===== config.mk =====
export PLATFORM = sky130hd
export DESIGN_NAME = icache_mem_ctrl_flat
export DESIGN_NICKNAME = d
export VERILOG_FILES = /design/src/rtl/icache_mem_ctrl_pkg.sv /design/src/rtl/icache_mem_ctrl_if.sv /design/src/rtl/icache_mem_ctrl_arb_rr2.sv /design/src/rtl/icache_mem_ctrl.sv /design/src/flat_wrapper.sv
export SDC_FILE = /design/constraint.sdc
export NUM_CORES = 1
export LEC_CHECK = 0
export BUFFER_PORTS_ARGS = -buffer_cell sky130_fd_sc_hd__buf_4
export CAP_MARGIN = 20
export CORE_AREA = 2 2 275 277
export CTS_CLUSTER_SIZE = 20
export DETAILED_ROUTE_END_ITERATION = 7
export DIE_AREA = 0 0 277 279
export PLACE_DENSITY = 0.42
export SLEW_MARGIN = 20
export SYNTH_ARGS = -nofsm -noshare
export SYNTH_HDL_FRONTEND = slang
export SYNTH_SLANG_ARGS = --single-unit

===== constraint.sdc =====
create_clock -name clk -period 16.65 [get_ports clk]
set_input_delay 1.665 -clock clk [delete_from_list [all_inputs] [get_ports clk]]
set_output_delay 1.665 -clock clk [all_outputs]
set_load 0.1 [all_outputs]

===== src/rtl/icache_mem_ctrl_pkg.sv =====
// Shared types and constants for the I/D-cache miss-service controller.
package icache_mem_ctrl_pkg;

  localparam int TAG_W  = 9;
  localparam int LINE_W = 128;

  localparam int REQ_I = 0;
  localparam int REQ_D = 1;

  typedef logic [TAG_W-1:0]  tag_t;
  typedef logic [LINE_W-1:0] line_t;

  typedef enum logic [2:0] {
    IDLE   = 3'd0,
    I_RD   = 3'd1,
    D_WB   = 3'd2,
    D_RD   = 3'd3,
    I_FILL = 3'd4,
    D_FILL = 3'd5
  } state_e;

endpackage


===== src/rtl/icache_mem_ctrl_if.sv =====
// Cache-miss, fill and memory-port bundle of the miss-service controller.
interface icache_mem_ctrl_if
  import icache_mem_ctrl_pkg::*;
();

  logic  ICacheMiss;
  tag_t  ICacheMiss_tag;
  logic  DCacheMiss;
  tag_t  DCacheMiss_tag;
  logic  DCacheDirty;
  tag_t  DCacheVictim_tag;
  line_t DCacheVictim_line;

  logic  WiCache;
  line_t WiCacheline;
  tag_t  WiCachetag;
  logic  WdCache;
  line_t WdCacheline;
  tag_t  WdCachetag;

  logic  mem_req;
  logic  mem_we;
  tag_t  mem_addr;
  line_t mem_wdata;
  logic  mem_valid;
  line_t mem_rdata;

  logic  busy;

  modport master (
    input  ICacheMiss, ICacheMiss_tag,
    input  DCacheMiss, DCacheMiss_tag, DCacheDirty,
    input  DCacheVictim_tag, DCacheVictim_line,
    output WiCache, WiCacheline, WiCachetag,
    output WdCache, WdCacheline, WdCachetag,
    output mem_req, mem_we, mem_addr, mem_wdata,
    input  mem_valid, mem_rdata,
    output busy
  );

  modport slave (
    output ICacheMiss, ICacheMiss_tag,
    output DCacheMiss, DCacheMiss_tag, DCacheDirty,
    output DCacheVictim_tag, DCacheVictim_line,
    input  WiCache, WiCacheline, WiCachetag,
    input  WdCache, WdCacheline, WdCachetag,
    input  mem_req, mem_we, mem_addr, mem_wdata,
    output mem_valid, mem_rdata,
    input  busy
  );

endinterface


===== src/rtl/icache_mem_ctrl_arb_rr2.sv =====
// Two-requester arbiter: round-robin with ICMEMCTRL_RR_EN, else D-cache
// fixed priority (no last-grant flop).
module arb_rr2
  import icache_mem_ctrl_pkg::*;
(
`ifdef ICMEMCTRL_RR_EN
  input  logic       clk,
  input  logic       reset,
  input  logic       en_i,
`endif
  input  logic [1:0] req_i,
  output logic [1:0] gnt_o
);

`ifdef ICMEMCTRL_RR_EN
  // last_q: 1 = D-cache granted last
  logic last_q, last_d;

  assign last_d = en_i ? gnt_o[REQ_D] : last_q;

  always_ff @(posedge clk or posedge reset) begin
    if (reset) last_q <= 1'b0;
    else       last_q <= last_d;
  end

  always_comb begin
    gnt_o = req_i;
    if (&req_i) begin
      gnt_o[REQ_I] = last_q;
      gnt_o[REQ_D] = ~last_q;
    end
  end
`else
  always_comb begin
    gnt_o = req_i;
    if (req_i[REQ_D]) gnt_o[REQ_I] = 1'b0;
  end
`endif

endmodule


===== src/rtl/icache_mem_ctrl.sv =====
// Miss-service controller sharing one memory port between I- and D-cache.
// Round-robin arbitration on simultaneous misses with ICMEMCTRL_RR_EN.
module icache_mem_ctrl
  import icache_mem_ctrl_pkg::*;
(
  input  logic              clk,
  input  logic              reset,
  icache_mem_ctrl_if.master bus
);

  state_e     state_q, state_d;
  tag_t       tag_q, tag_d;
  tag_t       addr_q, addr_d;
  line_t      line_q, line_d;
  line_t      wdata_q, wdata_d;
  logic [1:0] req, gnt;

  assign req[REQ_I] = bus.ICacheMiss;
  assign req[REQ_D] = bus.DCacheMiss;

`ifdef ICMEMCTRL_RR_EN
  logic grant_en;
  assign grant_en = (state_q == IDLE) && (|req);

  arb_rr2 u_arb (
    .clk   (clk),
    .reset (reset),
    .en_i  (grant_en),
    .req_i (req),
    .gnt_o (gnt)
  );
`else
  arb_rr2 u_arb (
    .req_i (req),
    .gnt_o (gnt)
  );
`endif

  always_ff @(posedge clk or posedge reset) begin
    if (reset) begin
      state_q <= IDLE;
      tag_q   <= '0;
      addr_q  <= '0;
      line_q  <= '0;
      wdata_q <= '0;
    end else begin
      state_q <= state_d;
      tag_q   <= tag_d;
      addr_q  <= addr_d;
      line_q  <= line_d;
      wdata_q <= wdata_d;
    end
  end

  always_comb begin
    state_d = state_q;
    tag_d   = tag_q;
    addr_d  = addr_q;
    line_d  = line_q;
    wdata_d = wdata_q;
    unique case (state_q)
      IDLE: begin
        if (gnt[REQ_D]) begin
          tag_d = bus.DCacheMiss_tag;
          if (bus.DCacheDirty) begin
            state_d = D_WB;
            addr_d  = bus.DCacheVictim_tag;
            wdata_d = bus.DCacheVictim_line;
          end else begin
            state_d = D_RD;
            addr_d  = bus.DCacheMiss_tag;
          end
        end else if (gnt[REQ_I]) begin
          state_d = I_RD;
          tag_d   = bus.ICacheMiss_tag;
          addr_d  = bus.ICacheMiss_tag;
        end
      end
      I_RD: begin
        if (bus.mem_valid) begin
          line_d  = bus.mem_rdata;
          state_d = I_FILL;
        end
      end
      D_WB: begin
        // writeback accepted: refill read follows back-to-back
        if (bus.mem_valid) begin
          addr_d  = tag_q;
          state_d = D_RD;
        end
      end
      D_RD: begin
        if (bus.mem_valid) begin
          line_d  = bus.mem_rdata;
          state_d = D_FILL;
        end
      end
      I_FILL,
      D_FILL:  state_d = IDLE;
      default: state_d = IDLE;
    endcase
  end

  assign bus.mem_req = (state_q == I_RD) ||
                       (state_q == D_RD) ||
                       (state_q == D_WB);
  assign bus.mem_we    = (state_q == D_WB);
  assign bus.mem_addr  = addr_q;
  assign bus.mem_wdata = wdata_q;

  assign bus.WiCache     = (state_q == I_FILL);
  assign bus.WiCacheline = line_q;
  assign bus.WiCachetag  = tag_q;
  assign bus.WdCache     = (state_q == D_FILL);
  assign bus.WdCacheline = line_q;
  assign bus.WdCachetag  = tag_q;

  assign bus.busy = (state_q != IDLE);

endmodule


===== src/flat_wrapper.sv =====
// flat-port wrapper written by rule: the top's interface ports become plain ports
module icache_mem_ctrl_flat import icache_mem_ctrl_pkg::*;
  (clk, reset, bus_ICacheMiss, bus_ICacheMiss_tag, bus_DCacheMiss, bus_DCacheMiss_tag, bus_DCacheDirty, bus_DCacheVictim_tag, bus_DCacheVictim_line, bus_WiCache, bus_WiCacheline, bus_WiCachetag, bus_WdCache, bus_WdCacheline, bus_WdCachetag, bus_mem_req, bus_mem_we, bus_mem_addr, bus_mem_wdata, bus_mem_valid, bus_mem_rdata, bus_busy);
  icache_mem_ctrl_if bus_i ();
  input  logic clk;
  input  logic reset;
  input wire logic [$bits(bus_i.ICacheMiss)-1:0] bus_ICacheMiss;
  input wire logic [$bits(bus_i.ICacheMiss_tag)-1:0] bus_ICacheMiss_tag;
  input wire logic [$bits(bus_i.DCacheMiss)-1:0] bus_DCacheMiss;
  input wire logic [$bits(bus_i.DCacheMiss_tag)-1:0] bus_DCacheMiss_tag;
  input wire logic [$bits(bus_i.DCacheDirty)-1:0] bus_DCacheDirty;
  input wire logic [$bits(bus_i.DCacheVictim_tag)-1:0] bus_DCacheVictim_tag;
  input wire logic [$bits(bus_i.DCacheVictim_line)-1:0] bus_DCacheVictim_line;
  output wire logic [$bits(bus_i.WiCache)-1:0] bus_WiCache;
  output wire logic [$bits(bus_i.WiCacheline)-1:0] bus_WiCacheline;
  output wire logic [$bits(bus_i.WiCachetag)-1:0] bus_WiCachetag;
  output wire logic [$bits(bus_i.WdCache)-1:0] bus_WdCache;
  output wire logic [$bits(bus_i.WdCacheline)-1:0] bus_WdCacheline;
  output wire logic [$bits(bus_i.WdCachetag)-1:0] bus_WdCachetag;
  output wire logic [$bits(bus_i.mem_req)-1:0] bus_mem_req;
  output wire logic [$bits(bus_i.mem_we)-1:0] bus_mem_we;
  output wire logic [$bits(bus_i.mem_addr)-1:0] bus_mem_addr;
  output wire logic [$bits(bus_i.mem_wdata)-1:0] bus_mem_wdata;
  input wire logic [$bits(bus_i.mem_valid)-1:0] bus_mem_valid;
  input wire logic [$bits(bus_i.mem_rdata)-1:0] bus_mem_rdata;
  output wire logic [$bits(bus_i.busy)-1:0] bus_busy;
  assign bus_i.ICacheMiss = bus_ICacheMiss;
  assign bus_i.ICacheMiss_tag = bus_ICacheMiss_tag;
  assign bus_i.DCacheMiss = bus_DCacheMiss;
  assign bus_i.DCacheMiss_tag = bus_DCacheMiss_tag;
  assign bus_i.DCacheDirty = bus_DCacheDirty;
  assign bus_i.DCacheVictim_tag = bus_DCacheVictim_tag;
  assign bus_i.DCacheVictim_line = bus_DCacheVictim_line;
  assign bus_WiCache = bus_i.WiCache;
  assign bus_WiCacheline = bus_i.WiCacheline;
  assign bus_WiCachetag = bus_i.WiCachetag;
  assign bus_WdCache = bus_i.WdCache;
  assign bus_WdCacheline = bus_i.WdCacheline;
  assign bus_WdCachetag = bus_i.WdCachetag;
  assign bus_mem_req = bus_i.mem_req;
  assign bus_mem_we = bus_i.mem_we;
  assign bus_mem_addr = bus_i.mem_addr;
  assign bus_mem_wdata = bus_i.mem_wdata;
  assign bus_i.mem_valid = bus_mem_valid;
  assign bus_i.mem_rdata = bus_mem_rdata;
  assign bus_busy = bus_i.busy;
  icache_mem_ctrl u_core (.clk(clk), .reset(reset), .bus(bus_i));
endmodule

== Word-level counts from Yosys, hierarchy flattened ==
Index checks and enable logic that the tools add are counted.

* Register bits after elaboration: 277
* Bits of input ports: 289
* Word-level logic and storage cells: 40

* Equality and inequality tests: 9
* Muxes and demuxes: 14
* Reduce and logical (&&, ||, !) cells: 12

{| class="wikitable"
|+ Operator list
! operator !! number
|-
| 2-to-1 mux 9 bit || 5
|-
| case mux 9 bit (2 select lines) || 1
|-
| 2-to-1 mux 3 bit || 5
|-
| case mux 3 bit (4 select lines) || 1
|-
| equality test 3 x 2 -> 1 bit (second input constant) || 2
|-
| equality test 3 bit (second input constant) || 2
|-
| AND reduction 3 bit || 2
|-
| inequality test 2 bit (second input constant) || 2
|-
| AND reduction 2 bit || 2
|-
| AND reduction 4 bit || 1
|-
| nonzero test 2 bit || 2
|-
| equality test 3 x 1 -> 1 bit (second input constant) || 1
|-
| zero test 3 bit || 1
|-
| inequality test 3 x 2 -> 1 bit (second input constant) || 1
|-
| nonzero test 3 bit || 1
|-
| logical OR 1 bit || 2
|-
| 2-to-1 mux 1 bit || 2
|-
| inequality test 2 x 1 -> 1 bit (second input constant) || 1
|-
| OR reduction 2 bit || 1
|}

== Depth between registers and ports, before layout ==
* Depth after elaboration: 4
* Mapped depth: 6
* Mapped depth without buffers: 4

== By module ==
A second synthesis with hierarchy kept.

* Cells, all modules: 807
* Area, all modules: 11862.6 um^2

{| class="wikitable"
|+ By module, submodules not included
! module !! times used !! cells an instance !! area each (um^2) !! seq. area each (um^2)
|-
| icache_mem_ctrl || 1 || 805 || 11841.4 || 6931.6
|-
| arb_rr2 || 1 || 2 || 21.3 || 0.0
|}

== Least setup slack after synthesis ==
No wires, ideal clock.

* Kind: register to output
* Start: register u_core.state_q[1]
* End: output port bus_mem_req
* Data arrival time: 1.736 ns
* Data required time: 14.985 ns
* Path slack: 13.249 ns
* Cell stages (with the launch flop): 4
* Cells stage by stage: dfrtp_1 buf_6 nor2_1 nor2_1

* Cells in the longest elaborated chain, start to end: 3
* Elaborated cells between the ends (all ways): 5
* Classes of those cells: 3 x eq/ne; 2 x reduce/logical

{| class="wikitable"
|+ RTL lines
! element !! RTL line !! text
|-
| from (decl) || icache_mem_ctrl.sv:11 || <nowiki>state_e state_q, state_d;</nowiki>
|-
| from (signal assigned) || icache_mem_ctrl.sv:47 || <nowiki>state_q <= state_d;</nowiki>
|-
| equality test 3 x 1 -> 1 bit / equality test 3 x 2 -> 1 bit (equally long branches) || icache_mem_ctrl.sv:104, icache_mem_ctrl.sv:105 ||
|-
| logical OR 1 bit || icache_mem_ctrl.sv:104 || <nowiki>assign bus.mem_req = (state_q == I_RD) ||</nowiki>
|-
| logical OR 1 bit * || icache_mem_ctrl.sv:105 || <nowiki>(state_q == D_RD) ||</nowiki>
|-
| to (decl) || flat_wrapper.sv:20 || <nowiki>output wire logic [$bits(bus_i.mem_req)-1:0] bus_mem_req;</nowiki>
|}

Every way passes the cells marked *; elsewhere a longest branch is shown, timed or not.

== Worst setup path after layout ==
* Start: register u_core.state_q[0]
* End: output port bus_mem_we

* Cells in the longest elaborated chain, start to end: 1

{| class="wikitable"
|+ RTL lines
! element !! RTL line !! text
|-
| equality test 3 x 2 -> 1 bit || icache_mem_ctrl.sv:107 || <nowiki>assign bus.mem_we = (state_q == D_WB);</nowiki>
|-
| to (decl) || flat_wrapper.sv:21 || <nowiki>output wire logic [$bits(bus_i.mem_we)-1:0] bus_mem_we;</nowiki>
|}

Every way passes these cells.

==> run_results.csv <==
group,metric,value,unit
yosys,synth-compound-area-share,2.83,%
setup_path,critPathMaxStageDelay,0.63,ns
floorplan,ios,705,
sta,skew,0.00902,ns
layout,syn_to_final_growth,53.9,%
global_routing,track_usage,10.0,%
sta,fmax,260,MHz
place,gp_congestion,0.785,
floorplan,rows,100,
floorplan,core,74100,um^2
layout,final_cell_mix,"buf_4 (712), dfrtp_1 (277), mux2_2 (274)",
global_routing,grt_pass1_wl,58900,um
sta,tns,0,ns
cts,cts_resized,0,
floorplan,initial_core_util,16.1,%
yosys,synth_top_family_by_area,"multiplexers",
global_routing,use_met2,18.7,%
yosys,synth_nets,1094,
sta,hold_violations,0,
route,drc_errors,0,
yosys,synth-simple-area-share,1.74,%
route,vias,8391,
cts,root_buffer,"clkbuf_16",
yosys,ys_seq_elements,277,
layout,seqCellArea,6930,um^2
floorplan,die-area,77300,um^2
yosys,synth_xor_area_share,0,%
setup_path,end_kind,"primary output",
route,drtIter0Drc,210,
cts,cts_tree,"built",
global_routing,antenna_found_initial,4,
layout,final_common_cell,"buf_4",
floorplan,die_y,279,um
global_routing,grt_busiest_layer,"met2",
route,avgRoutedWirePerCell,17.2,um
setup_path,path_class,"flip-flop to primary output",
status,status,"finished clean",
sta,maxSlewViolCount,0,
sta,worst_slew_pin_slew,0.938,ns
yosys,yosys_warnings,0,
cts,hold_buffers,0,
layout,nNetsFinal,1670,
setup_path,cp_slowest_cell,"or3b_2",
cts,postCtsSetupBuffers,0,
place,numPortBuffers,704,
layout,nFillCells,7862,
place,dpl.hpwl,31600,um
sta,setup_viol,0,
cts,clk_latency,0.54,ns
layout,instances_no_fill,2377,
sta,min_period_over_period,23.1,%
setup_path,reg2reg_slack,13.46,ns
yosys,ys_seq_area_share,58.2,%
yosys,synthesis.area,11900,um^2
yosys,syn_avg_cell_area,14.8,um^2
global_routing,globalRouteOverflowTotal,0,
cts,htreeDepth,2,
global_routing,grt_max_degree,89,
route,antenna_left,0,
cts,cts_buffers,35,
yosys,synthAdderAreaFrac,0,%
route,dr.pass1.iters,4,
cts,cts.sinks,277,
sta,period_needed,3.84,ns
sta,slew_headroom,37.5,%
sta,rsz0062_at_grt,"false",
run,maxCapViolations,0,
route,routed_wl,40900,um
setup_path,cp_max_fo,10,
global_routing,use_met3,2.24,%
worst_hold_path,worstHoldPathType,"flip-flop to flip-flop",
setup_path,worstPathArrival,2.18,ns
layout,drive_above_1_share,75.1,%
route,routed_via_density,3.53,
setup_path,cp_cell_sequence,"or3b_2 > inv_2 > buf_4",
global_routing,grtUsageMet1,11.0,%
global_routing,grt_pass1_vias,8927,
sta,setup_ws,12.81,ns
yosys,synth_mux_area_share,26.0,%
yosys,synth_cell_type_count,30,
setup_path,critPathRequiredTime,14.98,ns
place,place_ws,12.29,ns
yosys,syn-instance-count,805,
cts,clk_pin_slew,0.06,ns
layout,multi_input_area,3640,um^2
setup_path,startpoint_type,"flip-flop",
cts,clockBufferDepth,3,
floorplan,die_w,277,um
place,dp_cells,2312,
## per-layer routing
layer / wire length, um / vias up / part of all wire (%)
li1: - / 3812 / -
met1: 15000 / 4183 / 37
met2: 22400 / 340 / 55
met3: 2490 / 56 / 6.1
met4: 1080 / 0 / 2.6
met5: 0 / - / 0
## cells in the mapped netlist
master / count / area [um^2]
a211oi_1: 9 / 67.6
a21o_1: 9 / 67.6
a21oi_1: 2 / 10.0
and2_1: 1 / 6.26
and3b_2: 1 / 10.0
buf_2: 15 / 75.1
buf_4: 137 / 1030
buf_6: 11 / 124
clkbuf_1: 5 / 18.8
clkbuf_8: 6 / 82.6
dfrtp_1: 277 / 6930
inv_1: 3 / 11.3
inv_2: 1 / 3.75
mux2_2: 274 / 3090
mux2i_1: 1 / 10.0
nand2_1: 1 / 3.75
nand3b_1: 1 / 7.51
nor2_1: 12 / 45.0
nor2_2: 1 / 6.26
nor2_4: 1 / 11.3
nor2b_1: 12 / 75.1
nor3_2: 1 / 10.0
o21ai_0: 1 / 5.00
o21bai_1: 1 / 7.51
o31ai_1: 9 / 67.6
o31ai_2: 9 / 113
or2_1: 1 / 6.26
or3_1: 1 / 6.26
or3_4: 1 / 11.3
or3b_2: 1 / 8.76
## registers in the layout, indices dropped and copies added (netlist names)
register and cells:
u_core.bus.mem_addr 9, u_core.state_q 3, u_core.bus.WdCacheline 128, u_core.bus.mem_wdata 128, u_core.bus.WdCachetag 9
## worst max-delay path: cells and delay by family, from the launching register on
kind / cells / cell delay (ns)
AND/OR/NAND/NOR: 1 / 0.63
flip-flops: 1 / 0.45
buffers and inverters: 2 / 0.55
## cell families after synthesis
| group | after synthesis |
|---|---|
| mux | 275 |
| buf+inv | 178 |
| flops | 277 |
| simple gates | 35 |
| compound gates | 40 |
## worst paths after layout
kind | from | end | cells after the start
setup / recovery | u_core.state_q[0] | bus_mem_we | 3
hold / removal | u_core.bus.mem_wdata[13] | u_core.bus.mem_wdata[13] | 1
setup reg to reg | u_core.state_q[0] | u_core.bus.mem_wdata[42] | 5
hold reg to reg | u_core.bus.mem_wdata[13] | u_core.bus.mem_wdata[13] | 1
max in group asynchronous | reset | u_core.bus.mem_wdata[8] | 4
min in group asynchronous | reset | u_core.bus.WdCacheline[7] | 2
## layout make-up
type | instances | area share, %
flip-flops and latches | 277 | 37.8
repair buffers | 713 | 29.3
multi-input cells | 350 | 19.8
well taps | 969 | 6.61
clock buffers | 56 | 5.80
clock inverters | 7 | 0.525
inverters | 4 | 0.123
diodes | 1 | 0.0136
## stage by stage
| stage | area (um^2) | hold WS (ns) | util (%) |
|---|---|---|---|
| 5_1_grt | 18300 | 0.517 | 24.8 |
| 2_1_floorplan | 11900 | 0.497 | - |
| 3_3_place_gp | 17200 | 0.492 | 23.2 |
| 6_report | 18300 | 0.503 | 24.8 |
| 3_5_place_dp | 17200 | 0.497 | 23.2 |
| 4_1_cts | 18300 | 0.510 | 24.7 |
Power is left out: the tool's default activity adds up to more than one toggle a clock period on the data nets, which glitch-free logic cannot reach.
